[config.mk]
export PLATFORM = sky130hd
export DESIGN_NAME = periph_hub
export DESIGN_NICKNAME = d
export VERILOG_FILES = /design/src/rtl/hub_pkg.sv /design/src/rtl/irq_ctrl.sv /design/src/rtl/periph_hub.sv
export SDC_FILE = /design/constraint.sdc
export NUM_CORES = 1
export LEC_CHECK = 0
export BUFFER_PORTS_ARGS = -buffer_cell sky130_fd_sc_hd__buf_2
export CAP_MARGIN = 25
export CORE_MARGIN = 2
export CORE_UTILIZATION = 25
export CTS_BUF_LIST = sky130_fd_sc_hd__clkbuf_8
export DETAILED_ROUTE_END_ITERATION = 10
export GPL_TIMING_DRIVEN = 0
export SKIP_LAST_GASP = 1
export SYNTH_ARGS = -nofsm -noshare
export SYNTH_HDL_FRONTEND = slang
export SYNTH_SLANG_ARGS = --single-unit
[constraint.sdc]
create_clock -name clk -period 5.9 [get_ports clk]
set_input_delay 0.59 -clock clk [delete_from_list [all_inputs] [get_ports clk]]
set_output_delay 0.59 -clock clk [all_outputs]
set_load 0.02 [all_outputs]
[src/rtl/hub_pkg.sv]
// hub_pkg: shared constants for the peripheral hub and its interrupt controller.
package hub_pkg;
    localparam int unsigned CTRL_PENDING = 0;
    localparam int unsigned CTRL_MASK    = 1;
    localparam int unsigned CTRL_EDGE    = 2;
    localparam int unsigned CTRL_RAW     = 3;
    localparam int unsigned NCH_MAX      = 8;
    localparam int unsigned HWINT_W      = 6;
endpackage

[src/rtl/irq_ctrl.sv]
// irq_ctrl: per-channel PENDING/MASK/EDGE/RAW registers, edge detect and folding onto the 6-bit HWInt vector.
module irq_ctrl import hub_pkg::*; #(
    parameter int          NCH      = 6,
    parameter logic [7:0]  MASK_RST = 8'hFF
) (
    input  logic               clk,
    input  logic               sys_rstn,
    input  logic               wr,
    input  logic [31:0]        off,
    input  logic [NCH-1:0]     wd,
    input  logic [NCH-1:0]     dev_irq,
    output logic [31:0]        rd_data,
    output logic [HWINT_W-1:0] hw_int
);
    logic [NCH-1:0]     pending, mask, edge_en, irq_prev, clr, pend_nxt;
    logic [NCH_MAX-1:0] act_p, rd_p;
    logic [HWINT_W-1:0] hw_nxt;

    always_comb begin
        clr = (wr && off == CTRL_PENDING) ? wd : '0;
        // edge channels latch rises until cleared; a rise beats a same-cycle clear
        pend_nxt = (edge_en & ((pending & ~clr) | (dev_irq & ~irq_prev))) | (~edge_en & dev_irq);
        act_p = '0;
        act_p[NCH-1:0] = pending & mask;
        hw_nxt = {|act_p[NCH_MAX-1:5], act_p[4:0]};
        rd_p = '0;
        rd_p[NCH-1:0] = off == CTRL_PENDING ? pending :
                        off == CTRL_MASK    ? mask    :
                        off == CTRL_EDGE    ? edge_en :
                        off == CTRL_RAW     ? irq_prev : '0;
        rd_data = {{(32-NCH_MAX){1'b0}}, rd_p};
    end

    always_ff @(posedge clk or negedge sys_rstn) begin
        if (!sys_rstn) begin
            pending  <= '0;
            mask     <= MASK_RST[NCH-1:0];
            edge_en  <= '0;
            irq_prev <= '0;
            hw_int   <= '0;
        end else begin
            irq_prev <= dev_irq;
            pending  <= pend_nxt;
            hw_int   <= hw_nxt;
            if (wr && off == CTRL_MASK) mask <= wd;
            if (wr && off == CTRL_EDGE) edge_en <= wd;
        end
    end
endmodule

[src/rtl/periph_hub.sv]
// periph_hub: address-window bridge from the CPU Pr* bus to NCH devices plus a control window
// for the interrupt controller; writes fan out combinationally, reads return one cycle later.
module periph_hub import hub_pkg::*; #(
    parameter int          NCH      = 6,
    parameter int          WIN_BITS = 2,
    parameter logic [31:0] BASE     = 32'h0000_7F00,
    parameter logic [7:0]  MASK_RST = 8'hFF
) (
    input  logic                clk,
    input  logic                sys_rstn,
    input  logic [29:0]         pr_addr,
    input  logic [31:0]         pr_wd,
    input  logic [3:0]          pr_be,
    input  logic                pr_we,
    input  logic                pr_re,
    output logic [31:0]         pr_rd,
    output logic                rd_valid,
    output logic                bus_err,
    output logic [WIN_BITS-1:0] dev_addr,
    output logic [31:0]         dev_wd,
    output logic [3:0]          dev_be,
    output logic [NCH-1:0]      dev_we,
    input  logic [32*NCH-1:0]   dev_rd,
    input  logic [NCH-1:0]      dev_irq,
    output logic [HWINT_W-1:0]  hw_int
);
    logic [31:0] a, diff, ch, off, ctrl_rd, rd_mux;
    logic        mapped, ctrl_hit;

    // addresses below BASE wrap to a huge channel index and fall out as unmapped
    assign a        = {pr_addr, 2'b00};
    assign diff     = a - BASE;
    assign ch       = diff >> (WIN_BITS + 2);
    assign off      = (diff >> 2) & ((32'd1 << WIN_BITS) - 32'd1);
    assign mapped   = ch <= 32'(NCH);
    assign ctrl_hit = ch == 32'(NCH);
    assign dev_addr = a[WIN_BITS+1:2];
    assign dev_wd   = pr_wd;
    assign dev_be   = pr_be;

    always_comb begin
        dev_we = '0;
        rd_mux = ctrl_hit ? ctrl_rd : '0;
        for (int k = 0; k < NCH; k++) begin
            dev_we[k] = pr_we && ch == 32'(k);
            if (ch == 32'(k)) rd_mux = dev_rd[k*32 +: 32];
        end
    end

    always_ff @(posedge clk or negedge sys_rstn) begin
        if (!sys_rstn) begin
            pr_rd    <= '0;
            rd_valid <= 1'b0;
            bus_err  <= 1'b0;
        end else begin
            rd_valid <= pr_re;
            bus_err  <= (pr_we || pr_re) && !mapped;
            if (pr_re) pr_rd <= rd_mux;
        end
    end

    irq_ctrl #(.NCH(NCH), .MASK_RST(MASK_RST)) u_irq (
        .clk     (clk),
        .sys_rstn(sys_rstn),
        .wr      (pr_we && ctrl_hit && pr_be[0]),
        .off     (off),
        .wd      (pr_wd[NCH-1:0]),
        .dev_irq (dev_irq),
        .rd_data (ctrl_rd),
        .hw_int  (hw_int)
    );
endmodule
### Word-level counts from Yosys, hierarchy flattened

Index checks and enable logic that the tools add are counted.

* bits in registers: 64
* logic and storage cells: 57
* output and inout bits: 84
* input bits: 268

* reduce and logical (&&, ||, !) cells: 16
* equality and inequality tests: 9
* muxes and demuxes: 12
* magnitude comparators: 1
* bitwise logic cells: 10
* add/sub/neg operators: 1

Operators by type and width (count)
* 32-bit two-way mux: 6
* 28-bit by 3-bit == test with 1-bit output, second input constant: 3
* 32-bit logical NOT: 2
* 28-bit by 2-bit == test with 1-bit output, second input constant: 2
* 6-bit two-way mux: 6
* 32-bit by 15-bit subtractor with 32-bit output, second input constant: 1
* 6-bit AND: 5
* 28-bit by 1-bit == test with 1-bit output, second input constant: 1
* 28-bit by 3-bit less-or-equal comparator with 1-bit output, second input constant: 1
* 6-bit inverter: 3
* 1-bit logical AND: 12
* 6-bit OR: 2
* 2-bit == test, second input constant: 2
* 2-bit by 1-bit == test with 1-bit output, second input constant: 1
* 1-bit logical NOT: 1
* 1-bit logical OR: 1

### Depth between registers and ports, before layout

* word-level depth: 13
* gate-level depth with buffers: 10
* gate-level depth less buffers: 7

### Modules after synthesis

A second synthesis with hierarchy kept.

* cells, all modules: 614
* area total of the unflattened synthesis: 5524.0 µm²

By module, submodules not included
* periph_hub: area an instance 3928.8 µm², seq. area each 850.8 µm², times used 1, cells each 484
* irq_ctrl: area an instance 1595.3 µm², seq. area each 758.2 µm², times used 1, cells each 130

### Least setup slack after synthesis

OpenSTA, ideal clock, no wires.

* kind: input port to output port
* from: input pr_addr[15]
* to: output dev_we[5]
* buffers on the path: 3
* data arrival time: 2.711 ns
* required time: 5.310 ns
* setup slack: 2.599 ns
* stages: 8
* cells stage by stage: or2_1 clkbuf_2 nand2b_1 o21a_1 or3_1 clkbuf_1 clkbuf_1 nor4_1

* word-level cells in the longest chain between the ends: 3

RTL lines
* start, declared: line periph_hub.sv:11 `input logic [29:0] pr_addr,`
* 32-bit by 15-bit subtractor with 32-bit output: line periph_hub.sv:32 `assign diff = a - BASE;`
* 28-bit by 3-bit == test with 1-bit output: line periph_hub.sv:45 `dev_we[k] = pr_we && ch == 32'(k);`
* 1-bit logical AND: line periph_hub.sv:45
* end, declared: line periph_hub.sv:22 `output logic [NCH-1:0] dev_we,`

Every way passes these cells.

### Worst setup path in the final report

* from: input pr_addr[14]
* to: output dev_we[5]

Same word-level chain as after synthesis.

==> run_results.csv <==
group,metric,value,unit
timing,setup_tns,0,ps
clock_tree,cts.sinks,64,
setup_path,reg2reg_to,"pr_rd[3]",
timing,slew_violations,0,
run,max_cap_viol_count,0,
clock_tree,cts.path.max_buffers,2,
placement,routabilityCongestion,0.8472,
setup_path,crit_chain,"buf_2, nor3_1, nand2b_1, o21a_1, or3_1, clkbuf_1, clkbuf_1, nor4_1, buf_2",
placement,dp_slack,2135,ps
timing,finalHoldViolCount,0,
pwr,leakage,3.209,nW
pwr,power_density,173.3,mW/mm^2
timing,setup_ws,2164,ps
clock_tree,cts_tree,"done",
route,firstDrtPassIters,8,
layout,areaGrowthSynthToFinish,45.10,%
setup_path,worstSetupPathType,"in2out",
placement,hpwl,17.79,mm
grt,grt.total_usage,21.29,%
timing,relSlewSlack,31.02,%
pwr,p_sw,0.0003527,W
synthesis,syn_avg_cell_area,8.921,um^2
setup_path,r2r_slack,4100,ps
route,wl_per_cell,20.00,um
route,drc,0,
grt,antenna_found_initial,6,
setup_path,cpMaxStageDelayCell,"nor3_1",
die,ios,352,
synthesis,ys_seq_elements,64,
clock_tree,clkTransAtPathRegs,70,ps
setup_path,cp-end-kind,"output port",
clock_tree,htreeDepth,3,
synthesis,synthTopCellsByCount,"a21oi_1, dfrtp_1, buf_4",
clock_tree,cts_root_buf,"clkbuf_8",
grt,grt_overflow,0,
setup_path,crit_path_start_kind,"input port",
pwr,p_comb_share,23.0,%
die,core,0.01852,mm^2
route,vias_per_cell,5.192,
synthesis,syn_nets,792,
layout,drive_above_1_share,48.77,%
die,die_y,140.7,um
timing,worst_pin_slew,1025,ps
die,initial_utilization,25.24,%
synthesis,yosysTopAreaCellShare,31.05,%
setup_path,cp_max_fo,10,
pwr,p_seq_share,39.7,%
synthesis,synthTopCellsByArea,"dfrtp_1, a21oi_1, buf_4",
route,drt_iter0_markers,324,
timing,rsz0062_at_grt,"false",
synthesis,yosysMostFrequentCell,"a21oi_1",
setup_path,reg2reg_from,"u_irq.mask[3]",
route,vias,5675,
synthesis,synthMuxAreaShare,7.521,%
route,antenna_left,0,
timing,period_share,63.32,%
pwr,finalPower,0.001176,W
route,wl,21.86,mm
pwr,clockPowerShare,37.3,%
clock_tree,numCtsBuffers,9,
die,die_x,140.7,um
min_path,hp-class,"in2async",
die,die-area,0.01981,mm^2
layout,fillers,1955,
setup_path,max_stage_delay,430,ps
synthesis,synth_edf_count,0,
pwr,p_sw_share,30.01,%
setup_path,ff2ff_path_depth,5,
timing,fmaxAchievable,0.2677,GHz
die,row_count,50,
timing,hold_ws,346.3,ps
timing,clock_skew,12.41,ps
pwr,ir_drop,0.08688,mV
grt,grt_pass1_wl,31.86,mm
timing,period_needed,3736,ps
synthesis,synthFlopType,"dfrtp_1",
clock_tree,post_cts_buffers,0,
status,outcome,"finished clean",
synthesis,yosysWarnings,0,
pwr,p_int,0.0008228,W
synthesis,synthArstFlopShare,100.0,%
synthesis,synth-compound-area-share,32.41,%
grt,grt_max_degree,65,
synthesis,netlist_instances,524,
synthesis,yosys.area_share.simple,14.83,%
layout,nets,1120,
placement,port_buffers,317,
setup_path,arrival,3150,ps
synthesis,synth_top_area_cell,"dfrtp_1",
synthesis,synth_top_family_by_area,"compound AO/OA/AOI/OAI gates",
synthesis,yosysSeqAreaShare,34.42,%
synthesis,synth_fa_ha_area_share,0,%
clock_tree,holdBufCountCts,0,
synthesis,ys_types,63,
setup_path,crit_family,"simple AND/OR/NAND/NOR gates",
clock_tree,cts_resized,0,
synthesis,synth_xor_area_share,0,%
grt,grt_pass1_vias,5562,
setup_path,path_buf_inv,4,
timing,setup_viol,0,
clock_tree,clk_latency,370,ps
setup_path,cp.required,5310,ps
synthesis,netlist_area,0.004674,mm^2
## kinds of logic (layout without fill, tap and decap cells)
logic type	Yosys count	in the layout
compound gates	227	227
other cells	0	2
simple gates	116	116
mux	26	26
buf+inv	91	424
flops	64	64
## power groups by stage
stage | clock network, W | logic (W) | registers (W)
3_5_place_dp | 0 | 0.000271 | 0.000475
4_1_cts | 0.000451 | 0.000273 | 0.000467
5_1_grt | 0.000474 | 0.000293 | 0.000469
3_3_place_gp | 0 | 0.000270 | 0.000474
2_1_floorplan | 0 | 0.000109 | 0.000493
6_report | 0.000438 | 0.000271 | 0.000467
## state kept, by name, summed over array words and instances (netlist names)
signal and count:
bus_err 1, pr_rd 32, rd_valid 1, u_irq.edge_en 6, u_irq.hw_int 6, u_irq.irq_prev 6
u_irq.mask 6, u_irq.pending 6
## per-layer routing
layer | up-vias | GRT usage, % | wire (um) | part of all wire [%]
li1 | 2668 | - | - | -
met1 | 2679 | 23.92 | 8289 | 38
met2 | 280 | 37.38 | 10810 | 49
met3 | 44 | 6.827 | 2036 | 9.3
met4 | 4 | 8.632 | 691 | 3.2
met5 | - | 0 | 24 | 0.11
## cells in the final DEF (no fill, tap or decap), types with 12 or more instances in the layout
cell type / count
a22oi_1: 21
buf_2: 326
inv_1: 12
dfrtp_1: 58
o22ai_1: 31
mux2_1: 12
clkbuf_1: 27
a21oi_1: 79
nor2_1: 19
nand2_1: 29
o31ai_1: 22
a22o_1: 20
buf_4: 41
## through the flow
stage	std cells	util (%)	instance area, um^2
after CTS	1091	36.60	6778
after detailed placement	1075	35.41	6556
after floorplan	524	-	4674
after global routing	1092	36.61	6780
after global placement	1075	35.39	6554
final	1093	36.63	6783
## worst max path at each step
stage           endpoint        start  slack (ps)  cells after the start
3_5_place_dp   dev_we[5]  pr_addr[14]        2140                      9
3_3_place_gp   dev_we[5]  pr_addr[15]        2140                     10
4_1_cts        dev_we[5]  pr_addr[14]        2130                      9
6_report       dev_we[5]  pr_addr[14]        2160                      9
5_1_grt        dev_we[5]  pr_addr[14]        1880                      9
2_1_floorplan  dev_we[5]  pr_addr[15]        2600                      8
## cell type report
cell class	instances	area [um^2]	share of cell area, %
Tap cell	234	292.8	4.317
Buffer	80	464.2	6.844
Multi-Input combinational cell	369	2560	37.74
Timing Repair Buffer	317	1589	23.43
Sequential cell	64	1609	23.72
Inverter	11	41.29	0.6087
Clock inverter	7	97.59	1.439
Clock buffer	9	123.9	1.826
Antenna cell	2	5.005	0.07379
No activity file was read; power rests on OpenSTA's default activity.
